### config.mk
export PLATFORM = sky130hd
export DESIGN_NAME = hazard_control_unit_flat
export DESIGN_NICKNAME = d
export VERILOG_FILES = /design/src/rtl/hazard_control_unit_if.sv /design/src/rtl/hazard_control_unit.sv /design/src/flat_wrapper.sv
export SDC_FILE = /design/constraint.sdc
export NUM_CORES = 1
export LEC_CHECK = 0
export CORE_UTILIZATION = 46
export DETAILED_ROUTE_END_ITERATION = 10
export HOLD_SLACK_MARGIN = 0.1
export PLACE_DENSITY = 0.77
export SYNTH_ARGS = -nofsm -noshare
export SYNTH_HDL_FRONTEND = slang
export SYNTH_SLANG_ARGS = --single-unit
### constraint.sdc
create_clock -name clk_i -period 2.5 [get_ports clk_i]
set_clock_uncertainty 0.05 [all_clocks]
set_input_delay 0.75 -clock clk_i [delete_from_list [all_inputs] [get_ports clk_i]]
set_output_delay 0.75 -clock clk_i [all_outputs]
set_load 0.02 [all_outputs]
### src/rtl/hazard_control_unit_if.sv
// Hazard controller bundle: ID/EX/MEM hazard inputs, debug halt, and pipeline control outputs.
// master = pipeline/debug side, slave = hazard_control_unit.
interface hazard_control_unit_if #(
  parameter int CNT_W = 32
);
  logic [4:0]       rs1_if_id_i;
  logic [4:0]       rs2_if_id_i;
  logic             rs1_used_if_id_en;
  logic             rs2_used_if_id_en;
  logic [4:0]       rd_id_ex_i;
  logic             mem_read_id_ex_en;
  logic             branch_taken_ex_en;
  logic             mem_access_ex_mem_en;
  logic             mem_ready_i;
  logic             halt_req_i;
  logic             cnt_clr_i;
  logic             pc_write_en_o;
  logic             if_id_write_en_o;
  logic             if_id_flush_en_o;
  logic             id_ex_flush_en_o;
  logic             pipe_freeze_en_o;
  logic             halted_o;
  logic             mem_timeout_o;
  logic [CNT_W-1:0] stall_cnt_o;
  logic [CNT_W-1:0] flush_cnt_o;

  modport master (
    output rs1_if_id_i, rs2_if_id_i, rs1_used_if_id_en, rs2_used_if_id_en,
           rd_id_ex_i, mem_read_id_ex_en, branch_taken_ex_en,
           mem_access_ex_mem_en, mem_ready_i, halt_req_i, cnt_clr_i,
    input  pc_write_en_o, if_id_write_en_o, if_id_flush_en_o, id_ex_flush_en_o,
           pipe_freeze_en_o, halted_o, mem_timeout_o, stall_cnt_o, flush_cnt_o
  );

  modport slave (
    input  rs1_if_id_i, rs2_if_id_i, rs1_used_if_id_en, rs2_used_if_id_en,
           rd_id_ex_i, mem_read_id_ex_en, branch_taken_ex_en,
           mem_access_ex_mem_en, mem_ready_i, halt_req_i, cnt_clr_i,
    output pc_write_en_o, if_id_write_en_o, if_id_flush_en_o, id_ex_flush_en_o,
           pipe_freeze_en_o, halted_o, mem_timeout_o, stall_cnt_o, flush_cnt_o
  );
endinterface

### src/rtl/hazard_control_unit.sv
// Load-use stall, branch flush, memory-wait freeze and debug halt/drain control for the 5-stage core.
// Control outputs are same-cycle combinational; state, counters and status flags update on the rising edge.
module hazard_control_unit #(
  parameter int DRAIN_CYCLES   = 4,
  parameter int TIMEOUT_CYCLES = 16,
  parameter int CNT_W          = 32
) (
  input  logic                 clk_i,
  input  logic                 rst_ni,
  hazard_control_unit_if.slave hcu
);
  localparam int DW = (DRAIN_CYCLES   > 1) ? $clog2(DRAIN_CYCLES + 1)   : 1;
  localparam int WW = (TIMEOUT_CYCLES > 1) ? $clog2(TIMEOUT_CYCLES + 1) : 1;

  typedef enum logic [1:0] {RUN, DRAIN, HALTED} state_t;

  state_t           state_q, state_d;
  logic [DW-1:0]    drain_q, drain_d;
  logic [WW-1:0]    wait_q;
  logic             timeout_q;
  logic [CNT_W-1:0] stall_q, flush_q;

  logic memwait, branch, loaduse;
  logic stall_evt, flush_evt;
  logic pc_we, if_id_we, if_id_flush, id_ex_flush, freeze;

  assign memwait = hcu.mem_access_ex_mem_en && !hcu.mem_ready_i;
  assign branch  = hcu.branch_taken_ex_en;
  assign loaduse = hcu.mem_read_id_ex_en && (hcu.rd_id_ex_i != 5'd0) &&
                   ((hcu.rs1_used_if_id_en && (hcu.rs1_if_id_i == hcu.rd_id_ex_i)) ||
                    (hcu.rs2_used_if_id_en && (hcu.rs2_if_id_i == hcu.rd_id_ex_i)));

  always_ff @(posedge clk_i) begin
    if (!rst_ni) begin
      state_q <= RUN;
      drain_q <= '0;
    end else begin
      state_q <= state_d;
      drain_q <= drain_d;
    end
  end

  always_comb begin
    pc_we       = 1'b1;
    if_id_we    = 1'b1;
    if_id_flush = 1'b0;
    id_ex_flush = 1'b0;
    freeze      = 1'b0;
    stall_evt   = 1'b0;
    flush_evt   = 1'b0;
    state_d     = state_q;
    drain_d     = drain_q;
    case (state_q)
      HALTED: begin
        pc_we    = 1'b0;
        if_id_we = 1'b0;
        freeze   = 1'b1;
        if (!hcu.halt_req_i) state_d = RUN;
      end
      default: begin
        if (memwait) begin
          pc_we     = 1'b0;
          if_id_we  = 1'b0;
          freeze    = 1'b1;
          stall_evt = 1'b1;
        end else if (branch) begin
          if_id_flush = 1'b1;
          id_ex_flush = 1'b1;
          flush_evt   = 1'b1;
        end else if (loaduse) begin
          pc_we       = 1'b0;
          if_id_we    = 1'b0;
          id_ex_flush = 1'b1;
          stall_evt   = 1'b1;
        end else if (state_q == DRAIN) begin
          // Bubble into IF/ID while the instruction in ID moves on; PC holds so nothing is lost.
          pc_we       = 1'b0;
          if_id_flush = 1'b1;
        end

        if (state_q == RUN) begin
          if (hcu.halt_req_i && !memwait) begin
            state_d = DRAIN;
            drain_d = DW'(DRAIN_CYCLES);
          end
        end else if (!hcu.halt_req_i) begin
          state_d = RUN;
        end else if (!memwait && (branch || !loaduse)) begin
          // Only cycles that actually retire a slot count toward the drain.
          if (drain_q == DW'(1)) begin
            state_d = HALTED;
            drain_d = '0;
          end else begin
            drain_d = drain_q - DW'(1);
          end
        end
      end
    endcase
  end

  always_ff @(posedge clk_i) begin
    if (!rst_ni) begin
      wait_q    <= '0;
      timeout_q <= 1'b0;
    end else if (memwait) begin
      if (wait_q != WW'(TIMEOUT_CYCLES)) wait_q <= wait_q + WW'(1);
      if (wait_q == WW'(TIMEOUT_CYCLES - 1)) timeout_q <= 1'b1;
    end else begin
      wait_q <= '0;
    end
  end

  always_ff @(posedge clk_i) begin
    if (!rst_ni) begin
      stall_q <= '0;
      flush_q <= '0;
    end else if (hcu.cnt_clr_i) begin
      stall_q <= '0;
      flush_q <= '0;
    end else begin
      if (stall_evt && (stall_q != '1)) stall_q <= stall_q + CNT_W'(1);
      if (flush_evt && (flush_q != '1)) flush_q <= flush_q + CNT_W'(1);
    end
  end

  assign hcu.pc_write_en_o    = pc_we;
  assign hcu.if_id_write_en_o = if_id_we;
  assign hcu.if_id_flush_en_o = if_id_flush;
  assign hcu.id_ex_flush_en_o = id_ex_flush;
  assign hcu.pipe_freeze_en_o = freeze;
  assign hcu.halted_o         = (state_q == HALTED);
  assign hcu.mem_timeout_o    = timeout_q;
  assign hcu.stall_cnt_o      = stall_q;
  assign hcu.flush_cnt_o      = flush_q;
endmodule

### src/flat_wrapper.sv
// flat-port wrapper written by rule: the top's interface ports become plain ports
module hazard_control_unit_flat 
#(
  parameter int DRAIN_CYCLES   = 4,
  parameter int TIMEOUT_CYCLES = 16,
  parameter int CNT_W          = 32
)
  (clk_i, rst_ni, hcu_rs1_if_id_i, hcu_rs2_if_id_i, hcu_rs1_used_if_id_en, hcu_rs2_used_if_id_en, hcu_rd_id_ex_i, hcu_mem_read_id_ex_en, hcu_branch_taken_ex_en, hcu_mem_access_ex_mem_en, hcu_mem_ready_i, hcu_halt_req_i, hcu_cnt_clr_i, hcu_pc_write_en_o, hcu_if_id_write_en_o, hcu_if_id_flush_en_o, hcu_id_ex_flush_en_o, hcu_pipe_freeze_en_o, hcu_halted_o, hcu_mem_timeout_o, hcu_stall_cnt_o, hcu_flush_cnt_o);
  hazard_control_unit_if #(.CNT_W(CNT_W)) hcu_i ();
  input  logic clk_i;
  input  logic rst_ni;
  input wire logic [$bits(hcu_i.rs1_if_id_i)-1:0] hcu_rs1_if_id_i;
  input wire logic [$bits(hcu_i.rs2_if_id_i)-1:0] hcu_rs2_if_id_i;
  input wire logic [$bits(hcu_i.rs1_used_if_id_en)-1:0] hcu_rs1_used_if_id_en;
  input wire logic [$bits(hcu_i.rs2_used_if_id_en)-1:0] hcu_rs2_used_if_id_en;
  input wire logic [$bits(hcu_i.rd_id_ex_i)-1:0] hcu_rd_id_ex_i;
  input wire logic [$bits(hcu_i.mem_read_id_ex_en)-1:0] hcu_mem_read_id_ex_en;
  input wire logic [$bits(hcu_i.branch_taken_ex_en)-1:0] hcu_branch_taken_ex_en;
  input wire logic [$bits(hcu_i.mem_access_ex_mem_en)-1:0] hcu_mem_access_ex_mem_en;
  input wire logic [$bits(hcu_i.mem_ready_i)-1:0] hcu_mem_ready_i;
  input wire logic [$bits(hcu_i.halt_req_i)-1:0] hcu_halt_req_i;
  input wire logic [$bits(hcu_i.cnt_clr_i)-1:0] hcu_cnt_clr_i;
  output wire logic [$bits(hcu_i.pc_write_en_o)-1:0] hcu_pc_write_en_o;
  output wire logic [$bits(hcu_i.if_id_write_en_o)-1:0] hcu_if_id_write_en_o;
  output wire logic [$bits(hcu_i.if_id_flush_en_o)-1:0] hcu_if_id_flush_en_o;
  output wire logic [$bits(hcu_i.id_ex_flush_en_o)-1:0] hcu_id_ex_flush_en_o;
  output wire logic [$bits(hcu_i.pipe_freeze_en_o)-1:0] hcu_pipe_freeze_en_o;
  output wire logic [$bits(hcu_i.halted_o)-1:0] hcu_halted_o;
  output wire logic [$bits(hcu_i.mem_timeout_o)-1:0] hcu_mem_timeout_o;
  output wire logic [$bits(hcu_i.stall_cnt_o)-1:0] hcu_stall_cnt_o;
  output wire logic [$bits(hcu_i.flush_cnt_o)-1:0] hcu_flush_cnt_o;
  assign hcu_i.rs1_if_id_i = hcu_rs1_if_id_i;
  assign hcu_i.rs2_if_id_i = hcu_rs2_if_id_i;
  assign hcu_i.rs1_used_if_id_en = hcu_rs1_used_if_id_en;
  assign hcu_i.rs2_used_if_id_en = hcu_rs2_used_if_id_en;
  assign hcu_i.rd_id_ex_i = hcu_rd_id_ex_i;
  assign hcu_i.mem_read_id_ex_en = hcu_mem_read_id_ex_en;
  assign hcu_i.branch_taken_ex_en = hcu_branch_taken_ex_en;
  assign hcu_i.mem_access_ex_mem_en = hcu_mem_access_ex_mem_en;
  assign hcu_i.mem_ready_i = hcu_mem_ready_i;
  assign hcu_i.halt_req_i = hcu_halt_req_i;
  assign hcu_i.cnt_clr_i = hcu_cnt_clr_i;
  assign hcu_pc_write_en_o = hcu_i.pc_write_en_o;
  assign hcu_if_id_write_en_o = hcu_i.if_id_write_en_o;
  assign hcu_if_id_flush_en_o = hcu_i.if_id_flush_en_o;
  assign hcu_id_ex_flush_en_o = hcu_i.id_ex_flush_en_o;
  assign hcu_pipe_freeze_en_o = hcu_i.pipe_freeze_en_o;
  assign hcu_halted_o = hcu_i.halted_o;
  assign hcu_mem_timeout_o = hcu_i.mem_timeout_o;
  assign hcu_stall_cnt_o = hcu_i.stall_cnt_o;
  assign hcu_flush_cnt_o = hcu_i.flush_cnt_o;
  hazard_control_unit #(.DRAIN_CYCLES(DRAIN_CYCLES), .TIMEOUT_CYCLES(TIMEOUT_CYCLES), .CNT_W(CNT_W)) u_core (.clk_i(clk_i), .rst_ni(rst_ni), .hcu(hcu_i));
endmodule
==> key figures, run 1 <==
Routing
  – Pre-Repair DR Iteration Count: 5
  – Final WL: approximately 13000 µm
  – Routed vias: approximately 4400
  – Routed length per instance: approximately 17 µm
  – Detailed-route DRC error count: 0
  – Antenna-violating nets left: 0
  – Initial DRC count: 220
  – Vias per cell: between 5 and 6

Yosys
  – Synth area leaders: dfxtp_1 37%, xor2_1 5.3%, nand4_1 5.0%, nor2_1 4.4%, a21oi_1 4.3%
  – Number of enable flip-flop cells after synthesis: 0
  – Cell taking the most area after synthesis: dfxtp_1
  – Top FF cell, synth: dfxtp_1
  – Synthesized netlist net count: around 520
  – Synth Instances: between 400 and 500
  – Cell with the most instances after synthesis: dfxtp_1
  – Most instantiated cells after synthesis: 75 x dfxtp_1, 48 x nor2_1, 35 x a21oi_1
  – Post-synth top area share: 36.6%
  – Synthesized area: roughly 4100 µm²
  – Synth warn: 0
  – Post-Syn Area per Cell: approximately 8.5 µm²
  – Register bit total from synthesis: 75
  – Cell variety after synth: 57
  – Seq/Total Area, Yosys: 36.6%
  – Ys async rst share: 0%

Worst setup path
  – Max FO, Critical Path: 3
  – CP Launch Type: primary input
  – Bufs and invs on worst path: 3
  – Crit end category: output pin
  – CP top delay family: buffers and inverters
  – Most frequent CP cell: buf_6
  – Setup Crit Path Kind: in -> out
  – Ordered cell list for the critical path: dlygate4sd2_1 -> xnor2_2 -> nand4_1 -> o22ai_2 -> nand2b_4 -> buf_6 -> nor2_4 -> nor3_4 -> buf_6
  – Worst path slowest cell: o22ai_2
  – Crit-path max cell delay: ~300 ps
  – Worst Path Required: approximately 1700 ps
  – CP arrival: roughly 2200 ps

GRT
  – Initial antenna violation count: 0
  – GRT Resource Usage Total: about a quarter
  – Largest net degree at the start of global routing: 47
  – Met2 Track Usage GR: 41.1%
  – GR met1 Demand/Resource: 30.7%
  – Vias in the first global route: 3895
  – Met3 usage: around 4.2%
  – GRT busiest layer: met2
  – First-pass GRT wire length: roughly 18000 µm
  – Grt ovf: 0

Timing
  – Final Hold Viols: 0
  – WHS: around 450 ps
  – Final Critical Period: 2960 ps
  – Final worst slack: -459 ps
  – Final critical-path share of the clock period: 118%
  – Slew HR: between 60% and 70%
  – RSZ-0062 raised after global routing: yes
  – Max-slew violations: 0
  – Final-report setup violation count: 37
  – Least-Margin Pin Slew: 459 ps
  – Max frequency: 0.338 GHz

Final layout
  – Fill count: about 660
  – Final nets: between 600 and 700
  – # diodes: 0
  – Area Growth Syn to Fin: 49.7%
  – Fraction of layout cells with a size suffix above 1: ~25%

Clock tree
  – Clk_lat worst skew: 360 ps
  – Htree depth: 3
  – Clock Tree Root: clkbuf_8
  – CTS clk-pin slew, worst paths: approximately 80 ps
  – TritonCTS clock tree: yes
  – # clock sinks: 75
  – Hold-fix buffer count after cts: 0
  – Clk buf depth: 2
  – CTS buffer count: 9

Floorplan
  – Die Width: about 96 µm
  – Chip height: between 90 and 100 µm
  – Die area: 9310 µm²
  – Num rows: 34
  – Num ports: between 90 and 100
  – Initial Util: a little under half
  – Core area: ~8700 µm²

Status
  – Failing checks: setup timing
  – Outcome: finished with violations

Pwr
  – P_leak: between 2 and 2.5 nW
  – Pwr per Cell Area: 405 nW/µm²
  – Power Total: between 2 and 2.5 mW
  – Worst vdd ir: roughly 0.23 mV

Placement
  – Count of input and output buffers: 95
  – Detail Placement HPWL: ~8000 µm
  – Placer Congestion: around 0.84

Job
  – Max-capacitance violation count: 0

Min path
  – Hold Path Class: reg -> reg
tightest hold or removal path: stages (launching register included):
cell and delay [ps]:
dfxtp_1 330, o21ai_0 70, a21oi_1 60
area by class of cell:
type | instances | area, µm² | share of cell area [%]
Tap cell | 108 | 135 | 2.20
Clock buffer | 10 | 138 | 2.24
Timing Repair Buffer | 160 | 1600 | 25.9
Multi-Input combinational cell | 374 | 2670 | 43.5
Inverter | 11 | 41.3 | 0.672
Sequential cell | 75 | 1500 | 24.4
Clock inverter | 6 | 65.1 | 1.06
layout by cell type (no fill, tap or decap), types with 13 or more instances in the layout:
cell	netlist	final
dfxtp_1	75	75
clkdlybuf4s50_1	0	70
nor2_1	48	45
buf_4	3	44
nand4_1	33	33
nand3_1	32	32
nand2_1	30	28
xor2_1	25	25
a21oi_1	35	22
buf_6	3	18
and3_1	14	14
o31ai_1	16	14
or4_4	0	13
power breakdown:
| part | internal [mW] | leakage [nW] | switching, mW |
|---|---|---|---|
| Clock | 0.488 | 0.102 | 0.485 |
| Sequential | 1.20 | 0.605 | 0.00594 |
| Combinational | 0.169 | 1.53 | 0.142 |
| Total | 1.86 | 2.23 | 0.633 |
registers in the layout, indices dropped and copies added, names as in the netlist:
signal / flops
u_core.state_q: 2
u_core.wait_q: 5
u_core.hcu.flush_cnt_o: 32
u_core.hcu.mem_timeout_o: 1
u_core.hcu.stall_cnt_o: 32
u_core.drain_q: 3
kinds of logic after synthesis:
family / synth area share (%)
buffers and inverters: 5.06
AOI/OAI and AO/OA: 12.6
and+or+nand+nor: 34.7
xor gates and xnor gates: 8.74
adders and majority gates: 2.13
muxes: 0.244
DFF: 36.6
metrics by stage:
step | area [µm²] | setup slack [ps] | utilization, % | instances | TNS, ps
floorplan | 4140 | -225 | - | 485 | -489
global placement | 5380 | -1290 | 62.0 | 703 | -22410
detailed placement | 5380 | -1330 | 62.0 | 703 | -25440
CTS | 5660 | -473 | 65.2 | 723 | -1790
global route | 6150 | -543 | 70.8 | 744 | -8180
finish | 6150 | -459 | 70.8 | 744 | -5440
metal layers:
| metal | share of wire (%) | vias up |
|---|---|---|
| li1 | - | 2082 |
| met1 | 41 | 2121 |
| met2 | 50 | 182 |
| met3 | 5.3 | 32 |
| met4 | 3.0 | 0 |
| met5 | 0 | - |
worst paths after layout:
| kind | start | depth (start not counted) | slack (ps) | end |
|---|---|---|---|---|
| setup / recovery | hcu_rs1_if_id_i[3] | 9 | -460 | hcu_pc_write_en_o |
| hold / removal | u_core.hcu.stall_cnt_o[28] | 2 | 450 | u_core.hcu.stall_cnt_o[28] |
| setup reg to reg | u_core.hcu.stall_cnt_o[0] | 8 | 230 | u_core.hcu.stall_cnt_o[23] |
| hold reg to reg | u_core.hcu.stall_cnt_o[28] | 2 | 450 | u_core.hcu.stall_cnt_o[28] |
what timing repair did:
| item | 4_1_cts | 5_1_grt |
|---|---|---|
| setup buffers | 5 | 16 |
| gates cloned | 0 | 8 |
| pin swaps | 17 | 40 |
| resized for setup | 74 | 60 |
| setup endpoints to repair | 33 | 25 |
Note: power is estimated with default switching activity, not from simulation.
==> inputs of run 2 (changes only) <==
--- a/config.mk
+++ b/config.mk
@@ -5,6 +5,7 @@
 export SDC_FILE = /design/constraint.sdc
 export NUM_CORES = 1
 export LEC_CHECK = 0
+export CORE_ASPECT_RATIO = 1.5
 export CORE_UTILIZATION = 46
 export DETAILED_ROUTE_END_ITERATION = 10
 export HOLD_SLACK_MARGIN = 0.1
==> run 2 against run 1 <==
  * First-iteration DRC count decreased by 18%
  * Register-to-register slack got worse by 30 ps
  * Sequential share of layout area increased by 1.7 points
  * Worst hold slack got worse by 20 ps
  * The run still ends with setup timing left
  * Sequential power about the same
  * Total power increased by 3.0%
  * Global-route usage decreased by 0.79 points
  * Routed wire length decreased by 14%
==> key figures, run 2 (synthesis results as in run 1) <==
Status
  – Outcome: finished with violations (unchanged)
  – Failing checks: setup timing (unchanged)

Routing
  – Pre-Repair DR Iteration Count: 4 (was 5)
  – Initial DRC count: 180 (was 220)
  – Detailed-route DRC error count: 0 (unchanged)
  – Routed vias: 4166 (was 4417)
  – Routed length per instance: 15.1 µm (was 17.1 µm)
  – Final WL: 11000 µm (was 12800 µm)
  – Antenna-violating nets left: 0 (unchanged)
  – Vias per cell: 5.74 (was 5.94)

Clock tree
  – CTS clk-pin slew, worst paths: 50 ps (was 80 ps)
  – Clk buf depth: 2 (unchanged)
  – CTS buffer count: 9 (unchanged)
  – TritonCTS clock tree: yes (unchanged)
  – Clock Tree Root: clkbuf_16 (was clkbuf_8)
  – Htree depth: 3 (unchanged)
  – Clk_lat worst skew: 330 ps (was 360 ps)
  – # clock sinks: 75 (unchanged)

Min path
  – Hold Path Class: reg -> reg (unchanged)

GRT
  – Initial antenna violation count: 0 (unchanged)
  – First-pass GRT wire length: 17800 µm (was 17900 µm)
  – Vias in the first global route: 3919 (was 3895)
  – Largest net degree at the start of global routing: 40 (was 47)
  – GRT Resource Usage Total: 23.8% (was 24.6%)
  – Grt ovf: 0 (unchanged)

Pwr
  – Worst vdd ir: 0.454 mV (was 0.230 mV)
  – Pwr per Cell Area: 446 nW/µm² (was 405 nW/µm²)
  – P_leak: 2.04 nW (was 2.23 nW)

Worst setup path
  – Ordered cell list for the critical path: buf_6 -> or4_4 -> o21ai_4 -> nand2b_4 -> a21oi_2 -> o31ai_4 -> buf_6 (was dlygate4sd2_1 -> xnor2_2 -> nand4_1 -> o22ai_2 -> nand2b_4 -> buf_6 -> nor2_4 -> nor3_4 -> buf_6)
  – CP Launch Type: primary input (unchanged)
  – Most frequent CP cell: buf_6 (unchanged)
  – Worst Path Required: 1700 ps (about the same)
  – CP top delay family: simple AND/OR/NAND/NOR gates (was buffers and inverters)
  – Bufs and invs on worst path: 2 (was 3)
  – Crit-path max cell delay: 540 ps (was 300 ps)
  – Worst path slowest cell: or4_4 (was o22ai_2)
  – Crit end category: output pin (unchanged)
  – Setup Crit Path Kind: in -> out (unchanged)
  – CP arrival: 2130 ps (was 2160 ps)
  – Max FO, Critical Path: 2 (was 3)

Placement
  – Detail Placement HPWL: 7930 µm (was 7950 µm)
  – Count of input and output buffers: 95 (unchanged)
  – Dpl cells: 707 (was 703)
  – Dpl ws: -1300 ps (was -1330 ps)
  – Placer Congestion: 0.836 (about the same)
  – Placed inst area: 5410 µm² (was 5380 µm²)

Timing
  – Final-report setup violation count: 30 (was 37)
  – Final Critical Period: 2930 ps (was 2960 ps)
  – Least-Margin Pin Slew: 470 ps (was 459 ps)
  – Slew HR: 68.6% (was 69.0%)
  – Max frequency: 0.341 GHz (was 0.338 GHz)
  – Final Hold Viols: 0 (unchanged)
  – Final worst slack: -433 ps (was -459 ps)
  – RSZ-0062 raised after global routing: yes (unchanged)
  – WHS: 434 ps (was 453 ps)
  – Final critical-path share of the clock period: 117% (was 118%)
  – Setup TNS: -4380 ps (was -5440 ps)
  – Max-slew violations: 0 (unchanged)

Final layout
  – Final nets: 648 (was 663)
  – Fraction of layout cells with a size suffix above 1: 17.6% (was 25.3%)
  – Fill count: 720 (was 656)
  – Post-Layout Cell Count: 726 (was 744)
  – Most common cell after layout, fill and taps aside: dfxtp_1 (unchanged)
  – Area Growth Syn to Fin: 39.8% (was 49.7%)
  – # diodes: 0 (unchanged)
  – Final instance area: 5740 µm² (was 6150 µm²)
  – Commonest cells after routing, fill and taps aside: 75 x dfxtp_1, 72 x clkdlybuf4s50_1, 49 x buf_4 (was 75 x dfxtp_1, 70 x clkdlybuf4s50_1, 45 x nor2_1)

Floorplan
  – Initial Util: 48.2% (was 47.3%)
  – Die Width: 79.2 µm (was 96.5 µm)
  – Num rows: 41 (was 34)
  – Core area: 8520 µm² (was 8680 µm²)
  – Chip height: 118 µm (was 96.5 µm)
  – Num ports: 96 (unchanged)
  – Die area: 9320 µm² (was 9310 µm²)

Job
  – Max-capacitance violation count: 0 (unchanged)
run 2: cell types whose count changed in the layout (fill, tap and decap cells not counted), moves of 10 or more:
cell      previous run  this run
or4_4               13         1
a21oi_2             11         1
a21oi_1             22        34
buf_6               18         6
clkbuf_8            10         0
or4_1                6        18
run 2: layout make-up:
type,count,area [µm²],area share (%)
clock inverter,3,17.5,0.305
sequential,75,1500,26.1
tap,107,134,2.33
multi-input combinational,374,2500,43.5
timing repair buffer,145,1320,22.9
clock buffer,11,233,4.05
inverter,11,41.3,0.719
run 2: through the flow:
step                total power [mW]  util [%]
CTS                             2.59      66.9
finish                          2.56      67.5
floorplan                       1.35         -
detailed placement              1.45      63.6
global route                    2.66      67.5
global placement                1.45      63.6
run 2: what timing repair did:
action / CTS / global route
pin swaps: 16 / 5
endpoints found under the setup margin: 39 / 33
hold buffers: 0 / 0
resized for setup: 68 / 6
buffers inserted: 2 / 3
run 2: report_power, final:
group	switching (mW)	leakage [nW]	internal, mW
Sequential	0.00575	0.605	1.20
Clock	0.472	0.121	0.657
Combinational	0.113	1.32	0.115
Total	0.591	2.04	1.97
run 2: final timing paths:
| path | from | endpoint | slack (ps) | cells after the start |
|---|---|---|---|---|
| setup / recovery | hcu_rd_id_ex_i[4] | hcu_if_id_flush_en_o | -430 | 7 |
| setup reg to reg | u_core.hcu.stall_cnt_o[0] | u_core.hcu.stall_cnt_o[23] | 200 | 8 |
| hold reg to reg | u_core.wait_q[1] | u_core.wait_q[1] | 430 | 2 |
| hold / removal | u_core.wait_q[1] | u_core.wait_q[1] | 430 | 2 |
run 2: per-layer routing:
metal | track usage [%] | up-vias | wire, µm
li1 | - | 2048 | -
met1 | 27.3 | 1984 | 4530
met2 | 42.0 | 108 | 5690
met3 | 4.73 | 26 | 357
met4 | 9.89 | 0 | 379
met5 | 0 | - | 0
run 2: tightest hold or removal path, cell delays in order (launching register included):
cell and delay, ps:
dfxtp_1 330, nand2_1 60, a21oi_1 50
